$ cat config.mk
export PLATFORM = sky130hd
export DESIGN_NAME = fpu_addsub_hs
export DESIGN_NICKNAME = d
export VERILOG_FILES = /design/src/rtl/fpu_pkg.sv /design/src/rtl/fpu_lzc.sv /design/src/rtl/fpu_addsub_hs.sv
export SDC_FILE = /design/constraint.sdc
export NUM_CORES = 1
export LEC_CHECK = 0
export ABC_AREA = 1
export BUFFER_PORTS_ARGS = -buffer_cell sky130_fd_sc_hd__buf_2
export CORE_UTILIZATION = 36
export CTS_BUF_LIST = sky130_fd_sc_hd__clkbuf_4
export DETAILED_ROUTE_END_ITERATION = 6
export PLACE_DENSITY_LB_ADDON = 0.2
export RECOVER_POWER = 100
export SKIP_CTS_REPAIR_TIMING = 1
export SLEW_MARGIN = 10
export SYNTH_ARGS = -nofsm -noshare
export SYNTH_HDL_FRONTEND = slang
export SYNTH_SLANG_ARGS = --single-unit
$ cat constraint.sdc
create_clock -name clock -period 4.05 [get_ports clock]
set_clock_uncertainty 0.2 [all_clocks]
set_input_delay 0.6075 -clock clock [delete_from_list [all_inputs] [get_ports clock]]
set_output_delay 0.6075 -clock clock [all_outputs]
set_load 0.01 [all_outputs]
$ cat src/rtl/fpu_pkg.sv
// Shared types and constants for the custom {sign, exp, mantissa} floating-point units.
package fpu_pkg;

  typedef enum logic [2:0] {
    IDLE  = 3'd0,
    ALIGN = 3'd1,
    ADD   = 3'd2,
    NORM  = 3'd3,
    ROUND = 3'd4,
    DONE  = 3'd5
  } state_t;

  localparam int STAT_ZERO = 0;
  localparam int STAT_OVF  = 1;
  localparam int STAT_UNF  = 2;
  localparam int STAT_INX  = 3;

  function automatic int bias(input int exp_w);
    return (2 ** (exp_w - 1)) - 1;
  endfunction

endpackage

$ cat src/rtl/fpu_lzc.sv
// Combinational leading-zero counter; an all-zero input reports WIDTH.
module fpu_lzc
  import fpu_pkg::*;
#(
  parameter int WIDTH = 29
) (
  input  logic [WIDTH-1:0]               value,
  output logic [$clog2(WIDTH+1)-1:0]     count
);

  localparam int CW = $clog2(WIDTH + 1);

  // Scan upward so the most significant set bit determines the count.
  always_comb begin
    count = CW'(WIDTH);
    for (int i = 0; i < WIDTH; i++) begin
      if (value[i]) begin
        count = CW'(WIDTH - 1 - i);
      end else begin
        count = count;
      end
    end
  end

endmodule

$ cat src/rtl/fpu_addsub_hs.sv
// Multi-cycle floating-point add/subtract with ready/valid handshakes and round-to-nearest-even.
module fpu_addsub_hs
  import fpu_pkg::*;
#(
  parameter  int EXP_W = 6,
  parameter  int MAN_W = 25,
  localparam int W     = 1 + EXP_W + MAN_W
) (
  input  logic         clock,
  input  logic         reset,
  input  logic         in_valid,
  output logic         in_ready,
  input  logic [W-1:0] op_a,
  input  logic [W-1:0] op_b,
  input  logic         op_sub,
  output logic         out_valid,
  input  logic         out_ready,
  output logic [W-1:0] data_out,
  output logic [3:0]   status_out
);

  // Extended mantissa is {hidden, man, G, R, S}; the sum adds one carry bit on top.
  localparam int XW  = MAN_W + 4;
  localparam int SW  = MAN_W + 5;
  localparam int EW  = EXP_W + 2;
  localparam int LZW = $clog2(XW + 1);
  localparam logic signed [EW-1:0] EXP_ONE = EW'(1);
  localparam logic signed [EW-1:0] EXP_MAX = EW'((2 ** EXP_W) - 1);

  state_t state_r, state_s;

  logic [W-1:0]           a_r, b_r;
  logic                   sub_r;
  logic [XW-1:0]          big_r, small_r;
  logic                   big_sign_r, small_sign_r;
  logic signed [EW-1:0]   exp_r;
  logic [SW-1:0]          sum_r;
  logic                   sign_r;
  logic [XW-1:0]          norm_r;
  logic                   zero_r;

  logic [EXP_W-1:0]       a_exp_s, b_exp_s, ref_exp_s, oth_exp_s, diff_s;
  logic [XW-1:0]          a_ext_s, b_ext_s, ref_ext_s, oth_ext_s, shifted_s, mask_s;
  logic                   b_sign_s, ref_sign_s, oth_sign_s, lost_s;
  logic [SW-1:0]          add_sum_s;
  logic                   add_sign_s;
  logic [LZW-1:0]         lz_s;
  logic [XW-1:0]          norm_s;
  logic signed [EW-1:0]   norm_exp_s;
  logic                   zero_s;
  logic                   inexact_s, inc_s;
  logic [MAN_W+1:0]       mant_s;
  logic [MAN_W-1:0]       man_s;
  logic signed [EW-1:0]   rexp_s;
  logic [W-1:0]           res_s;
  logic [3:0]             stat_s;

  assign in_ready = (state_r == IDLE);

  // Choose the larger-exponent operand as reference and align the other with sticky collection.
  always_comb begin
    a_exp_s  = a_r[W-2 -: EXP_W];
    b_exp_s  = b_r[W-2 -: EXP_W];
    a_ext_s  = (a_exp_s == '0) ? '0 : {1'b1, a_r[MAN_W-1:0], 3'b000};
    b_ext_s  = (b_exp_s == '0) ? '0 : {1'b1, b_r[MAN_W-1:0], 3'b000};
    b_sign_s = b_r[W-1] ^ sub_r;
    if (b_exp_s > a_exp_s) begin
      ref_exp_s  = b_exp_s;
      oth_exp_s  = a_exp_s;
      ref_ext_s  = b_ext_s;
      oth_ext_s  = a_ext_s;
      ref_sign_s = b_sign_s;
      oth_sign_s = a_r[W-1];
    end else begin
      ref_exp_s  = a_exp_s;
      oth_exp_s  = b_exp_s;
      ref_ext_s  = a_ext_s;
      oth_ext_s  = b_ext_s;
      ref_sign_s = a_r[W-1];
      oth_sign_s = b_sign_s;
    end
    diff_s    = ref_exp_s - oth_exp_s;
    shifted_s = '0;
    mask_s    = '0;
    lost_s    = 1'b0;
    if (int'(diff_s) >= MAN_W + 3) begin
      shifted_s = {{(XW-1){1'b0}}, |oth_ext_s};
    end else begin
      mask_s       = ~({XW{1'b1}} << diff_s);
      lost_s       = |(oth_ext_s & mask_s);
      shifted_s    = oth_ext_s >> diff_s;
      shifted_s[0] = shifted_s[0] | lost_s;
    end
  end

  // Signed-magnitude add; an exact cancellation always yields +0.
  always_comb begin
    if (big_sign_r == small_sign_r) begin
      add_sum_s  = {1'b0, big_r} + {1'b0, small_r};
      add_sign_s = big_sign_r;
    end else if (big_r >= small_r) begin
      add_sum_s  = {1'b0, big_r - small_r};
      add_sign_s = big_sign_r;
    end else begin
      add_sum_s  = {1'b0, small_r - big_r};
      add_sign_s = small_sign_r;
    end
    if (add_sum_s == '0) begin
      add_sign_s = 1'b0;
    end else begin
      add_sign_s = add_sign_s;
    end
  end

  fpu_lzc #(.WIDTH(XW)) u_lzc (
    .value (sum_r[XW-1:0]),
    .count (lz_s)
  );

  // Normalise: a carry shifts right once, otherwise shift left by the leading-zero count.
  always_comb begin
    zero_s = (sum_r == '0);
    if (sum_r[SW-1]) begin
      norm_s     = sum_r[SW-1:1];
      norm_s[0]  = sum_r[1] | sum_r[0];
      norm_exp_s = exp_r + EXP_ONE;
    end else begin
      norm_s     = sum_r[XW-1:0] << lz_s;
      norm_exp_s = exp_r - $signed({{(EW-LZW){1'b0}}, lz_s});
    end
  end

  // Round to nearest even, then apply saturation, underflow and zero rules.
  always_comb begin
    inexact_s = norm_r[2] | norm_r[1] | norm_r[0];
    inc_s     = norm_r[2] & (norm_r[1] | norm_r[0] | norm_r[3]);
    mant_s    = {1'b0, norm_r[XW-1:3]} + {{(MAN_W+1){1'b0}}, inc_s};
    if (mant_s[MAN_W+1]) begin
      man_s  = mant_s[MAN_W:1];
      rexp_s = exp_r + EXP_ONE;
    end else begin
      man_s  = mant_s[MAN_W-1:0];
      rexp_s = exp_r;
    end
    stat_s = 4'b0000;
    if (zero_r) begin
      res_s             = '0;
      stat_s[STAT_ZERO] = 1'b1;
    end else if (rexp_s > EXP_MAX) begin
      res_s             = {sign_r, {(W-1){1'b1}}};
      stat_s[STAT_OVF]  = 1'b1;
      stat_s[STAT_INX]  = 1'b1;
    end else if (rexp_s < EXP_ONE) begin
      res_s             = {sign_r, {(W-1){1'b0}}};
      stat_s[STAT_UNF]  = 1'b1;
      stat_s[STAT_INX]  = 1'b1;
      stat_s[STAT_ZERO] = 1'b1;
    end else begin
      res_s             = {sign_r, rexp_s[EXP_W-1:0], man_s};
      stat_s[STAT_INX]  = inexact_s;
    end
  end

  // Next-state logic: one cycle per stage, DONE waits for the consumer.
  always_comb begin
    state_s = state_r;
    case (state_r)
      IDLE: begin
        if (in_valid) begin
          state_s = ALIGN;
        end else begin
          state_s = IDLE;
        end
      end
      ALIGN:   state_s = ADD;
      ADD:     state_s = NORM;
      NORM:    state_s = ROUND;
      ROUND:   state_s = DONE;
      DONE: begin
        if (out_ready) begin
          state_s = IDLE;
        end else begin
          state_s = DONE;
        end
      end
      default: state_s = IDLE;
    endcase
  end

  // State register.
  always_ff @(posedge clock or negedge reset) begin
    if (!reset) begin
      state_r <= IDLE;
    end else begin
      state_r <= state_s;
    end
  end

  // Pipeline-stage registers and the held result, each loaded in its own state.
  always_ff @(posedge clock or negedge reset) begin
    if (!reset) begin
      a_r          <= '0;
      b_r          <= '0;
      sub_r        <= 1'b0;
      big_r        <= '0;
      small_r      <= '0;
      big_sign_r   <= 1'b0;
      small_sign_r <= 1'b0;
      exp_r        <= '0;
      sum_r        <= '0;
      sign_r       <= 1'b0;
      norm_r       <= '0;
      zero_r       <= 1'b0;
      data_out     <= '0;
      status_out   <= 4'b0000;
      out_valid    <= 1'b0;
    end else begin
      case (state_r)
        IDLE: begin
          if (in_valid) begin
            a_r   <= op_a;
            b_r   <= op_b;
            sub_r <= op_sub;
          end
        end
        ALIGN: begin
          big_r        <= ref_ext_s;
          small_r      <= shifted_s;
          big_sign_r   <= ref_sign_s;
          small_sign_r <= oth_sign_s;
          exp_r        <= $signed({2'b00, ref_exp_s});
        end
        ADD: begin
          sum_r  <= add_sum_s;
          sign_r <= add_sign_s;
        end
        NORM: begin
          norm_r <= norm_s;
          exp_r  <= norm_exp_s;
          zero_r <= zero_s;
        end
        ROUND: begin
          data_out   <= res_s;
          status_out <= stat_s;
          out_valid  <= 1'b1;
        end
        DONE: begin
          if (out_ready) begin
            out_valid <= 1'b0;
          end
        end
        default: begin
          out_valid <= 1'b0;
        end
      endcase
    end
  end

endmodule
==> results.sh <==
export IMPL_critical_path_max_stage_delay_ns=0.44
export IMPL_crit_slowest_cell="dfrtp_1"
export IMPL_r2r_cells=26
export IMPL_critPathArrivalTime_ns=4.41
export IMPL_grt_ovfl_total=0
export IMPL_violations="capacitance limit, slew limit"
export IMPL_boundaryPins=107
export IMPL_cts_sinks=231
export IMPL_cts_max_level=3
export IMPL_endpoint_kind="flip-flop"
export IMPL_r2r_start="b_r[27]"
export IMPL_viasPerCell=5.36
export IMPL_fin_crit_ns=3.96
export IMPL_route_detailed_drc=0
export IMPL_synthCells=2655
export IMPL_seq_area_frac_synth=0.315
export IMPL_n_fill_cell=5195
export IMPL_numPortBuffers=106
export IMPL_finalHoldViolations=0
export IMPL_synth_common_cells="nand2_1 (530), inv_1 (311), o21ai_0 (272)"
export IMPL_synth_ff_type="dfrtp_1"
export IMPL_die_h_um=228
export IMPL_ant_nets=0
export IMPL_path_class="flip-flop to flip-flop"
export IMPL_syn_to_final_growth_pct=26.2
export IMPL_cts_buffer_depth=3
export IMPL_cp_buffers_inverters=5
export IMPL_async_reset_ff_frac=1.00
export IMPL_clk_pin_slew_ns=0.06
export IMPL_gp_congestion=0.984
export IMPL_path_max_fanout=8
export IMPL_yosysTopAreaCellShare=0.315
export IMPL_cp_start_kind="flip-flop"
export IMPL_synth_largest_area_cell="dfrtp_1"
export IMPL_cp_top_family="simple AND/OR/NAND/NOR gates"
export IMPL_core_area_mm2=0.0502
export IMPL_first_pass_iters=5
export IMPL_cpMostUsedCell="o21ai_2"
export IMPL_fmax_mhz=252
export IMPL_syn_area_per_cell_um2=6.91
export IMPL_utilization=0.461
export IMPL_die_area_mm2=0.0518
export IMPL_grt_max_degree=74
export IMPL_cts_tree="built"
export IMPL_first_global_vias=19200
export IMPL_report_final_slew_viol_count=149
export IMPL_multi_input_comb_area_mm2=0.0113
export IMPL_regArea_mm2=0.00578
export IMPL_r2r_slack_ns=0.09
export IMPL_yosys_top_cells_area="dfrtp_1 (32%), nand2_1 (11%), o21ai_0 (7.4%)"
export IMPL_synth_edf_count=0
export IMPL_numCtsBuffers=70
export IMPL_wl_per_cell_um=19.8
export IMPL_r2r_end="small_r[0]"
export IMPL_grt_usage=0.276
export IMPL_drv_cap=3
export IMPL_finalSetupViolCount=0
export IMPL_cp_data_required_time_ns=4.49
export IMPL_hp_class="flip-flop to flip-flop"
export IMPL_status="finished with violations"
export IMPL_final_cells=3722
export IMPL_clk_latency_ns=0.80
export IMPL_drive_gt1_frac=0.198
export IMPL_yosysMostFrequentCell="nand2_1"
export IMPL_crit_path_end="small_r[0]"
export IMPL_ys_seq_elements=231
export IMPL_period_share=0.979
export IMPL_initial_core_util=0.366
export IMPL_ys_warn_count=0
export IMPL_tightestPinTransition_ns=1.96
export IMPL_routed_wl_um=73700
export IMPL_yosysUniqueCellTypes=64
export IMPL_cp_depth=26
export IMPL_vias=19900
export IMPL_grt_pass1_wl_um=109000
export IMPL_fin_area_mm2=0.0231
export IMPL_std_cell_rows=82
export IMPL_max_slew_margin=-0.309
export IMPL_nNetsFinal=3162
export IMPL_drtIter0Drc=1429
export IMPL_synth_area_mm2=0.0183
export IMPL_dp_hpwl_um=56200
export IMPL_die_x_um=228
export IMPL_rsz0062_at_grt="yes"
export IMPL_placed_area_mm2=0.0208
export IMPL_root_buffer="clkbuf_4"
export IMPL_antenna_found_initial=1
export IMPL_syn_num_nets=2818
export IMPL_dp_cells=3506
export IMPL_critical_path_startpoint="b_r[27]"
registers in the layout (all words and copies together), names as in the netlist:
signal	cells
big_r	26
out_valid	1
status_out	4
sub_r	1
zero_r	1
small_r	29
small_sign_r	1
data_out	32
norm_r	29
sum_r	30
sign_r	1
big_sign_r	1
a_r	32
state_r	3
b_r	32
exp_r	8
layout by cell type, fill, tap and decap left out, types with 8 or more instances in the layout:
cell,synthesis,final
ha_1,91,78
o221ai_1,11,8
nand4_1,18,18
dfrtp_1,231,230
a21oi_1,210,196
clkbuf_4,0,99
nand3_1,215,213
a22oi_1,17,15
xor2_1,59,57
nor2_2,5,11
ha_4,0,10
inv_2,10,15
nand2_2,1,8
mux2_2,26,26
o211ai_1,31,31
dlygate4sd3_1,2,67
o21ai_0,272,241
clkinv_1,4,17
o21ai_1,9,26
nand2_4,1,8
o21ai_2,1,14
buf_4,2,209
nor3_1,25,22
a21oi_2,0,14
mux2i_1,16,16
nor2_1,233,225
buf_2,20,106
nor4_1,15,13
a21o_1,10,10
o22ai_1,67,66
inv_1,311,303
nand2_1,530,516
cells by family after synthesis:
logic type | share of synthesized area
flip-flops | 0.315
AND/OR/NAND/NOR | 0.246
buffers and inverters | 0.0972
multiplexers | 0.0247
AO/OA/AOI/OAI | 0.221
adder cells (fa/ha/maj) | 0.0654
XOR/XNOR | 0.0306
metrics by stage:
step | hold slack, ns | TNS, ns | worst slack [ns]
global route | 0.312 | -0.346 | -0.171
finish | 0.275 | 0 | 0.0852
detailed placement | 0.262 | -0.378 | -0.194
CTS | -0.464 | -0.587 | -0.227
floorplan | 0.112 | 0 | 0.353
global placement | 0.259 | -0.319 | -0.170
tightest hold or removal path: cells and delay by family (launching register included):
| family | cells | cell delay, ns |
|---|---|---|
| and+or+nand+nor | 2 | 0.10 |
| DFF | 1 | 0.34 |
cell type report:
type                    instances  area share
inverters                     325      0.0535
well taps                     672      0.0363
repair buffers                405       0.131
diodes                          3    0.000324
repair inverters                2    0.000595
flip-flops and latches        231       0.250
multi-input cells            1964       0.489
clock buffers                  98      0.0318
clock inverters                22     0.00773
metal layers:
layer  track usage  wire [um]  share of wire  vias up
met5             0          0              0        -
met4         0.115       3110          0.042        0
met3        0.0386       3150          0.043      172
met2         0.487      37000           0.50      569
met1         0.335      30400           0.41     9526
li1              -          -              -     9679
worst min-delay path by stage:
stage                             start       endpoint  slack, ns  cells after the start
final                     status_out[1]  status_out[1]       0.27                      2
after global placement    status_out[1]  status_out[1]       0.26                      2
after floorplan                   reset         a_r[0]       0.11                      0
after detailed placement  status_out[1]  status_out[1]       0.26                      2
after global routing           in_valid        b_r[16]       0.31                      3
after CTS                         reset       sum_r[8]      -0.46                      1
Power is left out: the tool's default activity adds up to more than one toggle a clock period on the data nets, which glitch-free logic cannot reach.
